**config.mk**
```make
export PLATFORM = sky130hd
export DESIGN_NAME = upg_boot_ctrl
export DESIGN_NICKNAME = d
export VERILOG_FILES = /design/src/rtl/upg_boot_ctrl.sv
export SDC_FILE = /design/constraint.sdc
export NUM_CORES = 1
export LEC_CHECK = 0
export ABC_CLOCK_PERIOD_IN_PS = 2500
export CAP_MARGIN = 40
export CORE_UTILIZATION = 40
export CTS_CLUSTER_SIZE = 30
export DETAILED_ROUTE_END_ITERATION = 6
export PLACE_DENSITY = 0.66
export SYNTH_ARGS = -nofsm -noshare
export SYNTH_HDL_FRONTEND = slang
export SYNTH_SLANG_ARGS = --single-unit
```
**constraint.sdc**
```tcl
create_clock -name clk -period 2.5 [get_ports clk]
set_input_delay 0.25 -clock clk [delete_from_list [all_inputs] [get_ports clk]]
set_output_delay 0.25 -clock clk [all_outputs]
set_load 0.01 [all_outputs]
```
**src/rtl/upg_boot_ctrl.sv**
```systemverilog
// Boot/download sequencer: debounces the program button, switches between run and
// UART download mode and routes loader writes to imem/dmem. Optional macro: UPG_TIMEOUT_EN.
module upg_boot_ctrl #(
    parameter int DEBOUNCE_CYCLES = 20000,
    parameter int RELEASE_DELAY   = 16,
    parameter int TIMEOUT_CYCLES  = 50000000
) (
    input  logic        clk,
    input  logic        rst,
    input  logic        start_pg,
    input  logic        upg_wen_i,
    input  logic [14:0] upg_adr_i,
    input  logic        upg_done_i,
    output logic        upg_rst_o,
    output logic        cpu_rst_o,
    output logic        imem_wen_o,
    output logic        dmem_wen_o,
    output logic [13:0] mem_adr_o,
    output logic [15:0] word_cnt_o,
    output logic        busy_o,
    output logic        err_o
);

    localparam int DBW = $clog2(DEBOUNCE_CYCLES + 1);
    localparam int RDW = $clog2(RELEASE_DELAY + 1);
    localparam logic [DBW-1:0] DB_MAX    = DBW'(DEBOUNCE_CYCLES);
    localparam logic [RDW-1:0] HOLD_LAST = RDW'(RELEASE_DELAY - 1);

    localparam logic [1:0] S_HOLD = 2'd0;
    localparam logic [1:0] S_IDLE = 2'd1;
    localparam logic [1:0] S_LOAD = 2'd2;
`ifdef UPG_TIMEOUT_EN
    localparam logic [1:0] S_ERR  = 2'd3;
    localparam int TOW = $clog2(TIMEOUT_CYCLES + 1);
    localparam logic [TOW-1:0] TO_LAST = TOW'(TIMEOUT_CYCLES - 1);
    logic [TOW-1:0] to_cnt_q, to_cnt_d;
`endif

    logic           sync1_q, sync2_q;
    logic [DBW-1:0] db_cnt_q, db_cnt_d;
    logic           db_lvl_q, db_lvl_d;
    logic           press;
    logic [1:0]     state_q, state_d;
    logic [RDW-1:0] hold_cnt_q, hold_cnt_d;
    logic [15:0]    word_cnt_q, word_cnt_d;
    logic           upg_rst_q, upg_rst_d;
    logic           cpu_rst_q, cpu_rst_d;
    logic           busy_q, busy_d;
    logic           err_q, err_d;
    logic           in_load;

    // Debounce: counter saturates at DB_MAX; press fires once per debounced rising edge.
    always_comb begin
        db_cnt_d = '0;
        if (sync2_q) begin
            db_cnt_d = (db_cnt_q == DB_MAX) ? DB_MAX : db_cnt_q + 1'b1;
        end
        db_lvl_d = (db_cnt_q == DB_MAX);
        press    = (db_cnt_q == DB_MAX) && !db_lvl_q;
    end

    always_comb begin
        state_d    = state_q;
        hold_cnt_d = hold_cnt_q;
        word_cnt_d = word_cnt_q;
`ifdef UPG_TIMEOUT_EN
        to_cnt_d   = '0;
`endif
        case (state_q)
            S_HOLD: begin
                if (hold_cnt_q == HOLD_LAST) begin
                    state_d    = S_IDLE;
                    hold_cnt_d = '0;
                end else begin
                    hold_cnt_d = hold_cnt_q + 1'b1;
                end
            end
            S_IDLE: begin
                if (press) begin
                    state_d    = S_LOAD;
                    word_cnt_d = '0;
                end
            end
            S_LOAD: begin
                if (upg_wen_i && (word_cnt_q != 16'hFFFF)) begin
                    word_cnt_d = word_cnt_q + 16'd1;
                end
`ifdef UPG_TIMEOUT_EN
                if (!upg_wen_i) begin
                    to_cnt_d = to_cnt_q + 1'b1;
                end
                // A completing transfer wins over a timeout in the same cycle.
                if (upg_done_i) begin
                    state_d = S_HOLD;
                end else if (!upg_wen_i && (to_cnt_q == TO_LAST)) begin
                    state_d = S_ERR;
                end
`else
                if (upg_done_i) begin
                    state_d = S_HOLD;
                end
`endif
            end
`ifdef UPG_TIMEOUT_EN
            S_ERR: begin
                if (press) begin
                    state_d    = S_LOAD;
                    word_cnt_d = '0;
                end
            end
`endif
            default: state_d = S_HOLD;
        endcase

        upg_rst_d = (state_d != S_LOAD);
        cpu_rst_d = (state_d != S_IDLE);
        busy_d    = (state_d == S_LOAD);
`ifdef UPG_TIMEOUT_EN
        err_d     = (state_d == S_ERR);
`else
        err_d     = 1'b0;
`endif
    end

    always_ff @(posedge clk or negedge rst) begin
        if (!rst) begin
            sync1_q    <= 1'b0;
            sync2_q    <= 1'b0;
            db_cnt_q   <= '0;
            db_lvl_q   <= 1'b0;
            state_q    <= S_HOLD;
            hold_cnt_q <= '0;
            word_cnt_q <= '0;
            upg_rst_q  <= 1'b1;
            cpu_rst_q  <= 1'b1;
            busy_q     <= 1'b0;
            err_q      <= 1'b0;
`ifdef UPG_TIMEOUT_EN
            to_cnt_q   <= '0;
`endif
        end else begin
            sync1_q    <= start_pg;
            sync2_q    <= sync1_q;
            db_cnt_q   <= db_cnt_d;
            db_lvl_q   <= db_lvl_d;
            state_q    <= state_d;
            hold_cnt_q <= hold_cnt_d;
            word_cnt_q <= word_cnt_d;
            upg_rst_q  <= upg_rst_d;
            cpu_rst_q  <= cpu_rst_d;
            busy_q     <= busy_d;
            err_q      <= err_d;
`ifdef UPG_TIMEOUT_EN
            to_cnt_q   <= to_cnt_d;
`endif
        end
    end

    // Write routing is combinational so the loader sees no added latency.
    assign in_load    = (state_q == S_LOAD);
    assign imem_wen_o = in_load && upg_wen_i && !upg_adr_i[14];
    assign dmem_wen_o = in_load && upg_wen_i &&  upg_adr_i[14];
    assign mem_adr_o  = upg_adr_i[13:0];

    assign upg_rst_o  = upg_rst_q;
    assign cpu_rst_o  = cpu_rst_q;
    assign busy_o     = busy_q;
    assign err_o      = err_q;
    assign word_cnt_o = word_cnt_q;

endmodule

```
* Word level (Yosys, flattened, before mapping)
Index checks and enable logic that the tools add are counted.
** Word-level totals
- Logic and storage cells :: 43
- Bits of input ports :: 20
- Output and inout port bits :: 36
- Register bits after elaboration :: 44
** Operators by class
- Multiplexer cells :: 10
- Eq/ne operators :: 10
- $add $sub $neg :: 3
- Reductions and logical operators :: 10
** Operators with widths (number)
- $mux 16 :: 2
- $pmux 16 s2 :: 1
- $mux 15 :: 2
- $add 16x1->16 const B :: 1
- $ne 16x16->1 const B :: 1
- $add 15x1->15 const B :: 1
- $eq 15x15->1 const B :: 1
- $mux 2 :: 3
- $pmux 2 s3 :: 1
- $add 5x1->5 const B :: 1
- $eq 5x4->1 const B :: 1
- $logic_and 1x1->1 :: 5
- $mux 5 :: 1
- $eq 2x2->1 const B :: 2
- $ne 2x1->1 const B :: 2
- $ne 2x2->1 const B :: 2
- $reduce_and 3->1 :: 1
- $eq 2x1->1 const B :: 1
- $logic_not 1->1 :: 2
- $logic_not 2->1 :: 1
- $reduce_bool 2->1 :: 1

* Logic depth before layout (Yosys ltp)
- Depth after elaboration :: 5
- Depth in mapped cells :: 7
- Depth with buffers taken out :: 6

* Least setup slack after synthesis
OpenSTA, ideal clock, no wires.
- Kind :: register -> register
- From :: register word_cnt_q[1] (netlist: word_cnt_o[1])
- To :: register word_cnt_q[7] (netlist: word_cnt_o[7])
- Path buffers :: 0
- Setup time :: 0.090 ns
- Path slack :: 0.615 ns
- Period minus slack after synthesis :: 1.885 ns
- Stages on the path, launching flop included :: 6
- Data required time :: 2.410 ns
- Arrival time :: 1.795 ns
- Cells stage by stage :: dfrtp_1 -> ha_1 -> nand4_1 -> nor4_1 -> o22ai_2 -> o221ai_1
** Between the ends
- Word-level cells in the longest chain between the ends :: 4
- Elaborated cells on any way between the ends :: 7
- Those cells by class :: 1 x add/sub; 2 x eq/ne; 2 x mux; 2 x reduce/logical
** RTL lines
- start, declared :: line 45 : logic [15:0] word_cnt_q, word_cnt_d;
- start signal, assigned :: line 148 : word_cnt_q <= word_cnt_d;
- parallel branches: the longest is 4 deep, another holds $add 16x1->16
Parallel ways; which one is timed is not known. The select of a mux whose other input is x is not followed.
A chain may end at the register's enable or synchronous reset.

* Final worst setup path
- From :: register state_q[1]
- To :: output port dmem_wen_o
** Between the ends
- Word-level cells in the longest chain between the ends :: 3
** RTL lines
- start, declared :: line 43 : logic [1:0] state_q, state_d;
- start signal, assigned :: line 146 : state_q <= state_d;
- $eq 2x2->1 :: line 160 : assign in_load = (state_q == S_LOAD);
- $logic_and 1x1->1 (2 in series) :: line 162 : assign dmem_wen_o = in_load && upg_wen_i && upg_adr_i[14];
- end, declared :: line 17 : output logic dmem_wen_o,
Every way passes these cells.

==> impl_results.md <==
- Status: complete, no violations
- Main flop type after synthesis: dfrtp_1
- Total Nets Final: 292
- Area occupied by multi-input gates: 1100 um^2
- Total Neg Setup Slack: 0 ns
- Final core occ: 0.485
- 1st-iter DRT viols: 128
- Core region area: 5640 um^2
- Setup WS pre-CTS: 0.353 ns
- Final hold violation count: 0
- Commonest non-fill, non-tap cell in the layout: dfrtp_1
- CTS Buf Count: 5
- CP max FO: 9
- DRC viols: 0
- Port bufs: 26
- Max Fclk: 472 MHz
- Synth warn: 0
- Worst R2R Start: word_cnt_o[1]$_DFFE_PN0P_
- Register-to-register setup slack: 0.45 ns
- Root Buffer: clkbuf_8
- Routability cong.: 0.839
- Fillers: 537
- R2r endpoint: word_cnt_o[5]$_DFFE_PN0P_
- Clock sink count: 44
- Number of synthesized register bits: 44
- Global route overflow: 0
- Synth unique cells: 50
- Max Clock Skew: 0.00328 ns
- R2R depth: 5
- Via Count: 1935
- Crit. End Element: output port
- Hold buffer count at cts: 1
- Initial antenna violation count: 0
- CTS tree: built
- Synth async-reset ratio: 1.00
- Fin crit share: 0.848
- Unrepaired setup endpoints after global routing: no
- # setup viols final: 0
- Worst-margin pin slew: 0.519 ns
- Critical path class: flop to output port
- Layout cells sized above 1: 0.0781
- Post-CTS Setup Inserts: 0
- Vias in the first global route: 1791
- Cell Rows: 27
- Horiz. Die Dim: 79.4 um
- Worst EP arrival: 1.87 ns
- H-tree Lvls: 2
- Maximum vdd ir drop: 0.000364 V
- Drt first pass iters: 4
- Vias per Instance: 5.67
- Clk pin slew, worst setup/hold paths: 0.08 ns
- EDFF count, synth: 0
- Synth area leaders: dfrtp_1 (44%), buf_4 (4.7%), nand4_1 (3.9%)
- Pin count of the biggest net entering global routing: 34
- Synthesis-to-finish area growth: 14.3%
- Top-area cell type share of the netlist area: 0.439
- Syn_area_per_cell: 9.55 um^2
- Syn nets: 275
- Antenna-violating nets left: 0
- Crit start category: flop
- Diodes inserted: 0
- LEAKAGE: 1.12 nW
- Die Height: 79.4 um
- Register area share after synthesis: 0.461
- Max-slew violation count: 0
- Total Routed Length: 4830 um
- Final min period: 2.12 ns
- CTS Buffer Depth: 2
- First-pass GRT wire length: 8270 um
- Register area: 1100 um^2
- Final WS setup: 0.380 ns
- Mean routed wirelength per cell: 14.2 um
- Most frequent cells in the layout: dfrtp_1 (42), clkdlybuf4s50_1 (25), nor2_1 (17), nand2_1 (17), nand4_1 (15)
- Post-synth top area cell: dfrtp_1
- I/O pins: 56
- Maxcap violations: 0
- Post-DP HPWL: 3450 um
- PwrDens: 559 nW/um^2
- Worst skew pair latency: 0.30 ns
- Total GRT Usage: 0.167
- Die Area: 6300 um^2
- Max-slew headroom: 0.653
- # resized after CTS: 0
- Post-synthesis cell area: 2400 um^2
- Power Total: 1.53 mW
- Hold/Removal Path Class: primary input to asynchronous set/reset pin
- Post-Syn Instances: 251
- Initial core utilization: 0.425
- Worst EP required: 2.25 ns
power breakdown:
part | internal [mW] | switching [mW] | leakage (nW)
clock | 0.221 | 0.237 | 0.0510
sequential | 0.775 | 0.0747 | 0.569
combinational | 0.114 | 0.109 | 0.497
worst max-delay path by stage:
stage / start / slack, ns / depth (start not counted) / to
4_1_cts: state_q[1]$_DFF_PN0_ / 0.37 / 3 / dmem_wen_o
2_1_floorplan: word_cnt_o[1]$_DFFE_PN0P_ / 0.61 / 5 / word_cnt_o[7]$_DFFE_PN0P_
6_report: state_q[1]$_DFF_PN0_ / 0.38 / 3 / dmem_wen_o
5_1_grt: state_q[1]$_DFF_PN0_ / 0.30 / 3 / dmem_wen_o
3_5_place_dp: upg_wen_i / 0.35 / 5 / word_cnt_o[11]$_DFFE_PN0P_
3_3_place_gp: upg_wen_i / 0.37 / 5 / word_cnt_o[15]$_DFFE_PN0P_
layer usage:
layer | share of wire | vias up | track usage
met4 | 0.012 | 0 | 0.0673
met5 | 0 | - | 0
met1 | 0.48 | 936 | 0.240
li1 | - | 937 | -
met3 | 0.058 | 7 | 0.0389
met2 | 0.45 | 55 | 0.240
cell usage after synthesis, types with 5 or more instances:
cell,number
nor3_1,7
nor2_1,17
nor4_1,5
xor2_1,6
a21oi_1,8
and2_1,7
dfrtp_1,42
nand2_1,17
buf_4,15
or4_1,6
inv_1,14
nand4_1,15
o21ai_0,13
nand3_1,13
and3_1,5
critical path, cell delays in order (launching register included):
cell and delay [ns]:
dfrtp_1 0.55, and3b_2 0.35, and2_1 0.14, clkdlybuf4s50_1 0.52
flip-flops by register name (all words and copies together) (netlist names):
signal and flops:
busy_o 1, cpu_rst_o 1, db_cnt_q 15, db_lvl_q 1, hold_cnt_q 5, state_q 2
sync1_q 1, sync2_q 1, upg_rst_o 1, word_cnt_o 16
cell type report:
type / instances / share of cell area
clock inverters: 2 / 0.00365
inverters: 14 / 0.0192
flip-flops and latches: 44 / 0.403
multi-input cells: 173 / 0.402
clock buffers: 6 / 0.0302
well taps: 72 / 0.0329
repair buffers: 30 / 0.110
logic make-up after synthesis:
family,synth area share
multiplexers,0.0131
other,0.00157
buffers and inverters,0.0804
adder cells (fa/ha/maj),0.0209
AND/OR/NAND/NOR,0.254
XOR/XNOR,0.0366
flip-flops,0.461
AO/OA/AOI/OAI,0.133
through the flow:
stage | area [um^2] | instances | hold slack (ns)
2_1_floorplan | 2400 | 251 | -0.0456
3_3_place_gp | 2620 | 331 | 0.334
3_5_place_dp | 2640 | 332 | 0.156
4_1_cts | 2740 | 341 | 0.361
5_1_grt | 2740 | 341 | 0.377
6_report | 2740 | 341 | 0.362
Note: power is estimated with default switching activity, not from simulation.
